**config.mk**
```make
export PLATFORM = sky130hd
export DESIGN_NAME = layer_output_collector
export DESIGN_NICKNAME = d
export VERILOG_FILES = /design/src/rtl/layer_output_collector.sv
export SDC_FILE = /design/constraint.sdc
export NUM_CORES = 2
export LEC_CHECK = 0
export ABC_AREA = 1
export CAP_MARGIN = 20
export CORE_MARGIN = 2
export CORE_UTILIZATION = 49
export CTS_CLUSTER_SIZE = 8
export DETAILED_ROUTE_END_ITERATION = 10
export SYNTH_ARGS = -nofsm -noshare
export SYNTH_HDL_FRONTEND = slang
export SYNTH_SLANG_ARGS = --single-unit
```
**constraint.sdc**
```tcl
create_clock -name clk -period 8.4 [get_ports clk]
set_input_delay 2.52 -clock clk [delete_from_list [all_inputs] [get_ports clk]]
set_output_delay 2.52 -clock clk [all_outputs]
set_load 0.05 [all_outputs]
```
**src/rtl/layer_output_collector.sv**
```systemverilog
// layer_output_collector: captures one frame of layer output pixels, then
// replays it over a valid/ready stream.
// The replay path is two registered stages: a synchronous memory read, then
// the output beat. This allows back-to-back beats while out_ready stays high.
module layer_output_collector #(
    parameter int DATA_W = 8,
    parameter int DEPTH  = 196,
    parameter int ADDR_W = $clog2(DEPTH)
) (
    input  logic                     clk,
    input  logic                     rst,
    input  logic                     arm,
    input  logic                     in_valid,
    input  logic signed [DATA_W-1:0] in_data,
    input  logic                     in_done,
    output logic                     out_valid,
    output logic signed [DATA_W-1:0] out_data,
    output logic                     out_last,
    input  logic                     out_ready,
    output logic                     busy,
    output logic [ADDR_W:0]          count,
    output logic                     overflow,
    output logic                     short_frame
);

    typedef enum logic [1:0] {
        S_IDLE,
        S_CAPTURE,
        S_DRAIN
    } state_t;

    localparam logic [ADDR_W:0] DEPTH_C = (ADDR_W+1)'(DEPTH);
    localparam logic [ADDR_W:0] ONE_C   = (ADDR_W+1)'(1);

    state_t state, state_nxt;

    logic [DATA_W-1:0] mem [DEPTH];

    logic [ADDR_W:0]   rd_ptr;   // next word to fetch from the buffer
    logic [DATA_W-1:0] rd_data;  // read stage: registered memory output
    logic              rd_vld;
    logic              rd_last;

    logic              full;
    logic              cap_we;
    logic [ADDR_W:0]   count_fin;
    logic              restart;
    logic              adv;
    logic              issue;
    logic              accept_last;

    // A beat is written only in CAPTURE. An arm in the same cycle takes
    // priority and discards the beat.
    assign full      = (count == DEPTH_C);
    assign restart   = arm && (state != S_DRAIN);
    assign cap_we    = (state == S_CAPTURE) && in_valid && !arm && !full;
    // count_fin includes a beat that arrives in the same cycle as in_done.
    assign count_fin = count + (ADDR_W+1)'(cap_we);

    // The pipeline shifts whenever the output slot is empty or is being consumed.
    assign adv         = !out_valid || out_ready;
    assign issue       = (state == S_DRAIN) && adv && (rd_ptr < count);
    assign accept_last = out_valid && out_ready && out_last;

    assign busy = (state != S_IDLE);

    // State register
    always_ff @(posedge clk) begin
        if (!rst) state <= S_IDLE;
        else      state <= state_nxt;
    end

    // Next-state logic
    always_comb begin
        state_nxt = state;
        unique case (state)
            S_IDLE: begin
                if (arm) state_nxt = S_CAPTURE;
            end
            S_CAPTURE: begin
                if (!arm && in_done)
                    state_nxt = (count_fin == '0) ? S_IDLE : S_DRAIN;
            end
            S_DRAIN: begin
                if (accept_last) state_nxt = S_IDLE;
            end
            default: state_nxt = S_IDLE;
        endcase
    end

    // Frame bookkeeping: word count, sticky integrity flags, drain read pointer
    always_ff @(posedge clk) begin
        if (!rst) begin
            count       <= '0;
            overflow    <= 1'b0;
            short_frame <= 1'b0;
            rd_ptr      <= '0;
        end else if (restart) begin
            count       <= '0;
            overflow    <= 1'b0;
            short_frame <= 1'b0;
            rd_ptr      <= '0;
        end else begin
            if (state == S_CAPTURE) begin
                if (in_valid && full) overflow <= 1'b1;
                count <= count_fin;
                if (in_done) begin
                    if (count_fin < DEPTH_C) short_frame <= 1'b1;
                    rd_ptr <= '0;
                end
            end else if (state == S_DRAIN) begin
                if (in_valid) overflow <= 1'b1;
                if (issue)    rd_ptr   <= rd_ptr + ONE_C;
            end
        end
    end

    // Frame buffer: write port for capture, synchronous read port for drain
    always_ff @(posedge clk) begin
        if (cap_we) mem[count[ADDR_W-1:0]] <= in_data;
        if (issue)  rd_data <= mem[rd_ptr[ADDR_W-1:0]];
    end

    // Two-stage drain pipeline (read stage, then output beat); the whole pipeline holds while the output is stalled
    always_ff @(posedge clk) begin
        if (!rst) begin
            rd_vld    <= 1'b0;
            rd_last   <= 1'b0;
            out_valid <= 1'b0;
            out_data  <= '0;
            out_last  <= 1'b0;
        end else if (adv) begin
            rd_vld    <= issue;
            rd_last   <= issue && (rd_ptr == count - ONE_C);
            out_valid <= rd_vld;
            out_data  <= rd_data;
            out_last  <= rd_last;
        end
    end

endmodule

```
Word-level counts from Yosys, hierarchy flattened
Memories as Yosys holds them, arrays and structs flattened. A register that Yosys moved wholly into a read port is not among the register bits.
Cells that the tools add are included.
{"block": "word_totals", "reg_bits": 34, "mem_bits_rw": 1568, "elab_cells": 68, "n_memories": 1, "input_bits": 14}
{"block": "op_classes", "reduce_logical": 26, "n_mux": 15, "n_addsub": 3, "n_bitwise": 1, "n_lt_le_gt_ge": 2, "n_eq_ne": 10}
{"name": "mem", "depth": 196, "word_bits": 8, "rd": 1, "rd_clocked_by_memory_dff": 1, "wr": 1, "line_no": "37", "text": "logic [DATA_W-1:0] mem [DEPTH];"}
{"cell": "2-to-1 mux 9 bit", "count": 4}
{"cell": "AND reduction 3 bit", "count": 4}
{"cell": "logical AND 1 bit", "count": 11}
{"cell": "inequality test 2 bit, second input constant", "count": 5}
{"cell": "adder 9 x 1 -> 9 bit", "count": 1}
{"cell": "adder 9 x 1 -> 9 bit, second input constant", "count": 1}
{"cell": "equality test 9 x 8 -> 1 bit, second input constant", "count": 1}
{"cell": "equality test 9 bit", "count": 1}
{"cell": "zero test 9 bit", "count": 1}
{"cell": "< comparator 9 x 8 -> 1 bit, second input constant", "count": 1}
{"cell": "< comparator 9 bit", "count": 1}
{"cell": "subtractor 9 x 1 -> 9 bit, second input constant", "count": 1}
{"cell": "2-to-1 mux 2 bit", "count": 4}
{"cell": "nonzero test 2 bit", "count": 4}
{"cell": "2-to-1 mux 1 bit", "count": 6}
{"cell": "case mux 2 bit (3 select lines)", "count": 1}
{"cell": "zero test 1 bit", "count": 3}
{"cell": "equality test 2 x 1 -> 1 bit, second input constant", "count": 1}
{"cell": "equality test 2 bit, second input constant", "count": 1}
{"cell": "zero test 2 bit", "count": 1}
{"cell": "inequality test 2 x 1 -> 1 bit, second input constant", "count": 1}
{"cell": "OR reduction 2 bit", "count": 1}
{"cell": "logical OR 1 bit", "count": 1}
{"cell": "NOT 1 bit", "count": 1}

Longest topological paths before layout
{"block": "depth", "word_depth": 9, "mapped_depth": 19, "depth_no_buf": 18}

Worst setup path after synthesis
Ideal clock, no wire load.
{"block": "synth_path", "kind": "input to register", "from": "in arm", "to": "reg short_frame", "setup_time_ns": 0.070, "cell_stages": 14, "slack_ns": 4.061, "arrival_time_ns": 4.268, "n_path_buf": 1, "path_cell_list": "inv_1 -> nand4_1 -> inv_2 -> buf_4 -> ha_1 -> ha_1 -> inv_1 -> nor3_1 -> nand3_1 -> xor2_1 -> inv_1 -> nor2_1 -> o21ai_0 -> a21oi_1"}
{"block": "synth_via", "elab_chain_cells": 6, "word_cells_on_any_way": 8, "classes_between": "1 x add/sub; 1 x order compare; 6 x reduce/logical"}
{"item": "from (decl)", "line_no": "12", "text": "input logic arm,"}
{"item": "zero test 1 bit", "line_no": "56", "text": "assign cap_we = (state == S_CAPTURE) && in_valid && !arm && !full;"}
{"item": "logical AND 1 bit (2 in a row)", "line_no": "56"}
{"item": "adder 9 x 1 -> 9 bit", "line_no": "58", "text": "assign count_fin = count + (ADDR_W+1)'(cap_we);"}
{"item": "< comparator 9 x 8 -> 1 bit", "line_no": "108", "text": "if (count_fin < DEPTH_C) short_frame <= 1'b1;"}
{"item": "AND reduction 3 bit (no source line)"}
{"item": "to (signal assigned)", "line_no": "96", "text": "short_frame <= 1'b0;"}
{"item": "to (signal assigned)", "line_no": "101", "text": "short_frame <= 1'b0;"}
{"item": "to (signal assigned)", "line_no": "108"}
{"item": "to (decl)", "line_no": "23", "text": "output logic short_frame"}
Several ways; a longest one is shown, not always the timed one.
A chain may end at the register's enable or synchronous reset.

Worst setup path in the final report
{"block": "layout_path", "from": "in arm", "to": "mem mem[166][5], enable pin"}
{"block": "layout_via", "elab_chain_cells": 5}
{"item": "zero test 1 bit", "line_no": "56"}
{"item": "logical AND 1 bit (2 in a row)", "line_no": "56"}
{"item": "2-to-1 mux 1 bit", "line_no": "120", "text": "if (cap_we) mem[count[ADDR_W-1:0]] <= in_data;"}
{"item": "2-to-1 mux 1 bit (not written as such)", "line_no": "120"}
{"item": "to (decl)", "line_no": "37"}
No other way between the ends.

==> reports/results.ini <==
[status]
status=complete, no violations

[synthesis]
synth_ff_type=edfxtp_1
ys_ff_latch=1610
synthTopCellsByArea=edfxtp_1 70%, nand2_1 8.4%, nor2_1 5.5%
synth_edf_count=1576
yosys_warnings=0
ys_types=32
synth_top_area_cell=edfxtp_1
yosysMostFrequentCell=edfxtp_1
synthTopCellsByCount=1576 x edfxtp_1, 1504 x nand2_1, 991 x nor2_1
yosysSeqAreaShare_pct=71.1
synth_fp_nets=6179
synthesis.area_mm2=0.0675
synth-async-reset-ratio_pct=0
synthCells=6145
synth_top_area_share_pct=70.1
syn_avg_cell_area_um2=11.0

[critical_path]
cp.arrival_ns=5.73
r2r_cells=10
rr_startpoint=count[1]$_SDFFE_PP0N_
reg2reg_to=mem[166][5]$_DFFE_PP_
reg2reg_setup_slack_ns=4.02
start_kind=input port
cp.required_ns=8.84
critPathCapture=mem[166][5]$_DFFE_PP_
criticalPathCategory=input port to flop
cp_max_fo=15
cp-startpoint=arm
end_kind=flop

[floorplanning]
initial_core_util_pct=49.2
rows=136
die-area_mm2=0.141
core_area_mm2=0.137
die_x_um=375
dieHeight_um=375
io-pin-count=36

[sta]
slew_viol_final=0
hold_violations=0
setup_slack_ns=3.12
clock_skew_ns=0.0264
worst_pin_slew_ns=1.12
slew_headroom_pct=25.4
fin_crit_sh_pct=62.9
layout_min_cycle_time_ns=5.28
rsz0062_at_grt=no
tns_ns=0
setup_violations=0
fmax_mhz=189

[layout]
final_nets=6122
drive_gt1_share_pct=5.26
syn2layout_area_growth_pct=10.8

[global_routing]
grt_usage_pct=27.2
grt_max_degree=239
antenna_found_initial=5
globalRoute.totalOverflow=0
use_met3_pct=4.78
met1_usage_pct=37.5
grt_use_met2_pct=43.0
grt_pass1_vias=44000
grt_first_pass_wirelength_um=283000
grt-busiest-layer=met2

[cts]
clk_latency_ns=0.83
path_clk_slew_ns=0.05
htreeDepth=4
cts_resized=0
ctsHoldBuffers=0
cts_setup_buffers=0
clockRootBuffer=clkbuf_16
numCtsBuffers=219
clock-sinks=1610
cts_buffer_depth=3
cts_tree=done

[power]
switching_share_pct=23.1
p_int_uw=13800
peakVddDrop_mv=0.214
clkPwrFrac_pct=43.4
seq_power_share_pct=49.7
combPwrFrac_pct=6.9
power_density_mw_per_mm2=239
leakagePower_uw=0.0274
switchingPower_uw=4150

[drt]
drtPass1Iterations=6
vias=45100
routedWlPerCell_um=24.3
drc=0
vias_per_cell=5.69
drtIter0Drc=5243
drt-total-wl_um=193000
ant_nets=0

[run]
drv_cap=0

[place]
numPortBuffers=35
dp_hpwl_um=108000
pre_cts_ws_ns=2.29
place_congestion=0.899

[hold_path]
min_path_type=flop to flop

-- layer usage --
metal  wire length, um  part of all wire, %
met1             79500                   41
met2             89100                   46
met3             16400                  8.5
met4              7510                  3.9
met5                27                0.014
-- cell type report --
class	count	area, um2
antenna	2	5.00
clock buffer	244	5620
clock inverter	14	194
fill	11700	62300
inverter	379	1450
multi-input combinational	3787	16400
sequential	1610	48000
tap	1794	2240
timing repair buffer	91	968
-- placed cells by master (no fill, tap or decap), types with 4 or more instances in the layout --
cell type	count
nand2_2	7
inv_6	6
o22ai_1	23
buf_4	42
edfxtp_1	1576
nor3_1	4
inv_1	361
nand2_1	1497
inv_2	4
clkbuf_8	7
dfxtp_1	31
clkbuf_1	23
a21oi_1	91
nor2_1	989
clkdlybuf4s50_1	27
clkinv_1	10
xnor2_1	4
ha_1	20
nand4_1	8
and3_1	10
o21ai_0	442
xor2_1	21
clkbuf_16	221
o211ai_1	68
nand3_1	567
o21ai_1	28
buf_12	13
-- metrics by stage --
stage | util, % | hold WS [ns] | cells | area (um2) | power (uW)
detailed placement | 50.3 | 0.451 | 7661 | 69000 | 10300
global placement | 50.3 | 0.452 | 7660 | 69000 | 10300
CTS | 54.6 | 0.458 | 7919 | 74800 | 18000
global route | 54.6 | 0.497 | 7919 | 74800 | 18400
floorplan | - | 0.441 | 6145 | 67500 | 9750
finish | 54.6 | 0.453 | 7921 | 74900 | 17900
-- worst max-delay path, stage by stage --
cell,delay [ns]
clkdlybuf4s50_1,0.42
inv_1,0.09
nand4_1,0.30
inv_2,0.38
nand4_1,0.91
buf_4,0.57
nor2_1,0.51
-- power by group through the flow --
| stage | logic [uW] | clock network [uW] | registers (uW) |
|---|---|---|---|
| 4_1_cts | 1230 | 7850 | 8910 |
| 5_1_grt | 1340 | 8160 | 8900 |
| 2_1_floorplan | 679 | 0 | 9070 |
| 3_5_place_dp | 1220 | 0 | 9060 |
| 3_3_place_gp | 1230 | 0 | 9060 |
| 6_report | 1230 | 7770 | 8910 |
-- worst min-delay path by stage --
| stage | from | endpoint | slack (ns) | depth (start not counted) |
|---|---|---|---|---|
| global placement | short_frame$_SDFFE_PP0P_ | short_frame$_SDFFE_PP0P_ | 0.45 | 2 |
| global route | rd_vld$_SDFFE_PN0N_ | out_valid$_SDFFE_PN0N_ | 0.50 | 2 |
| CTS | short_frame$_SDFFE_PP0P_ | short_frame$_SDFFE_PP0P_ | 0.46 | 2 |
| floorplan | rd_vld$_SDFFE_PN0N_ | out_valid$_SDFFE_PN0N_ | 0.44 | 2 |
| detailed placement | short_frame$_SDFFE_PP0P_ | short_frame$_SDFFE_PP0P_ | 0.45 | 2 |
| finish | short_frame$_SDFFE_PP0P_ | short_frame$_SDFFE_PP0P_ | 0.45 | 2 |
-- cell families after synthesis --
family	count (synthesis)	synth area share (%)
buffers and inverters	748	4.76
DFF	1610	71.1
xor gates and xnor gates	25	0.324
and+or+nand+nor	3088	18.3
adders and majority gates	20	0.370
AOI/OAI and AO/OA	654	5.15
-- registers in the layout, summed over array words and instances (netlist names), 2 cells and up --
name	flops
mem	1568
count	9
rd_ptr	9
out_data	8
rd_data	8
state	2
Power figures use the tool's default switching activity.
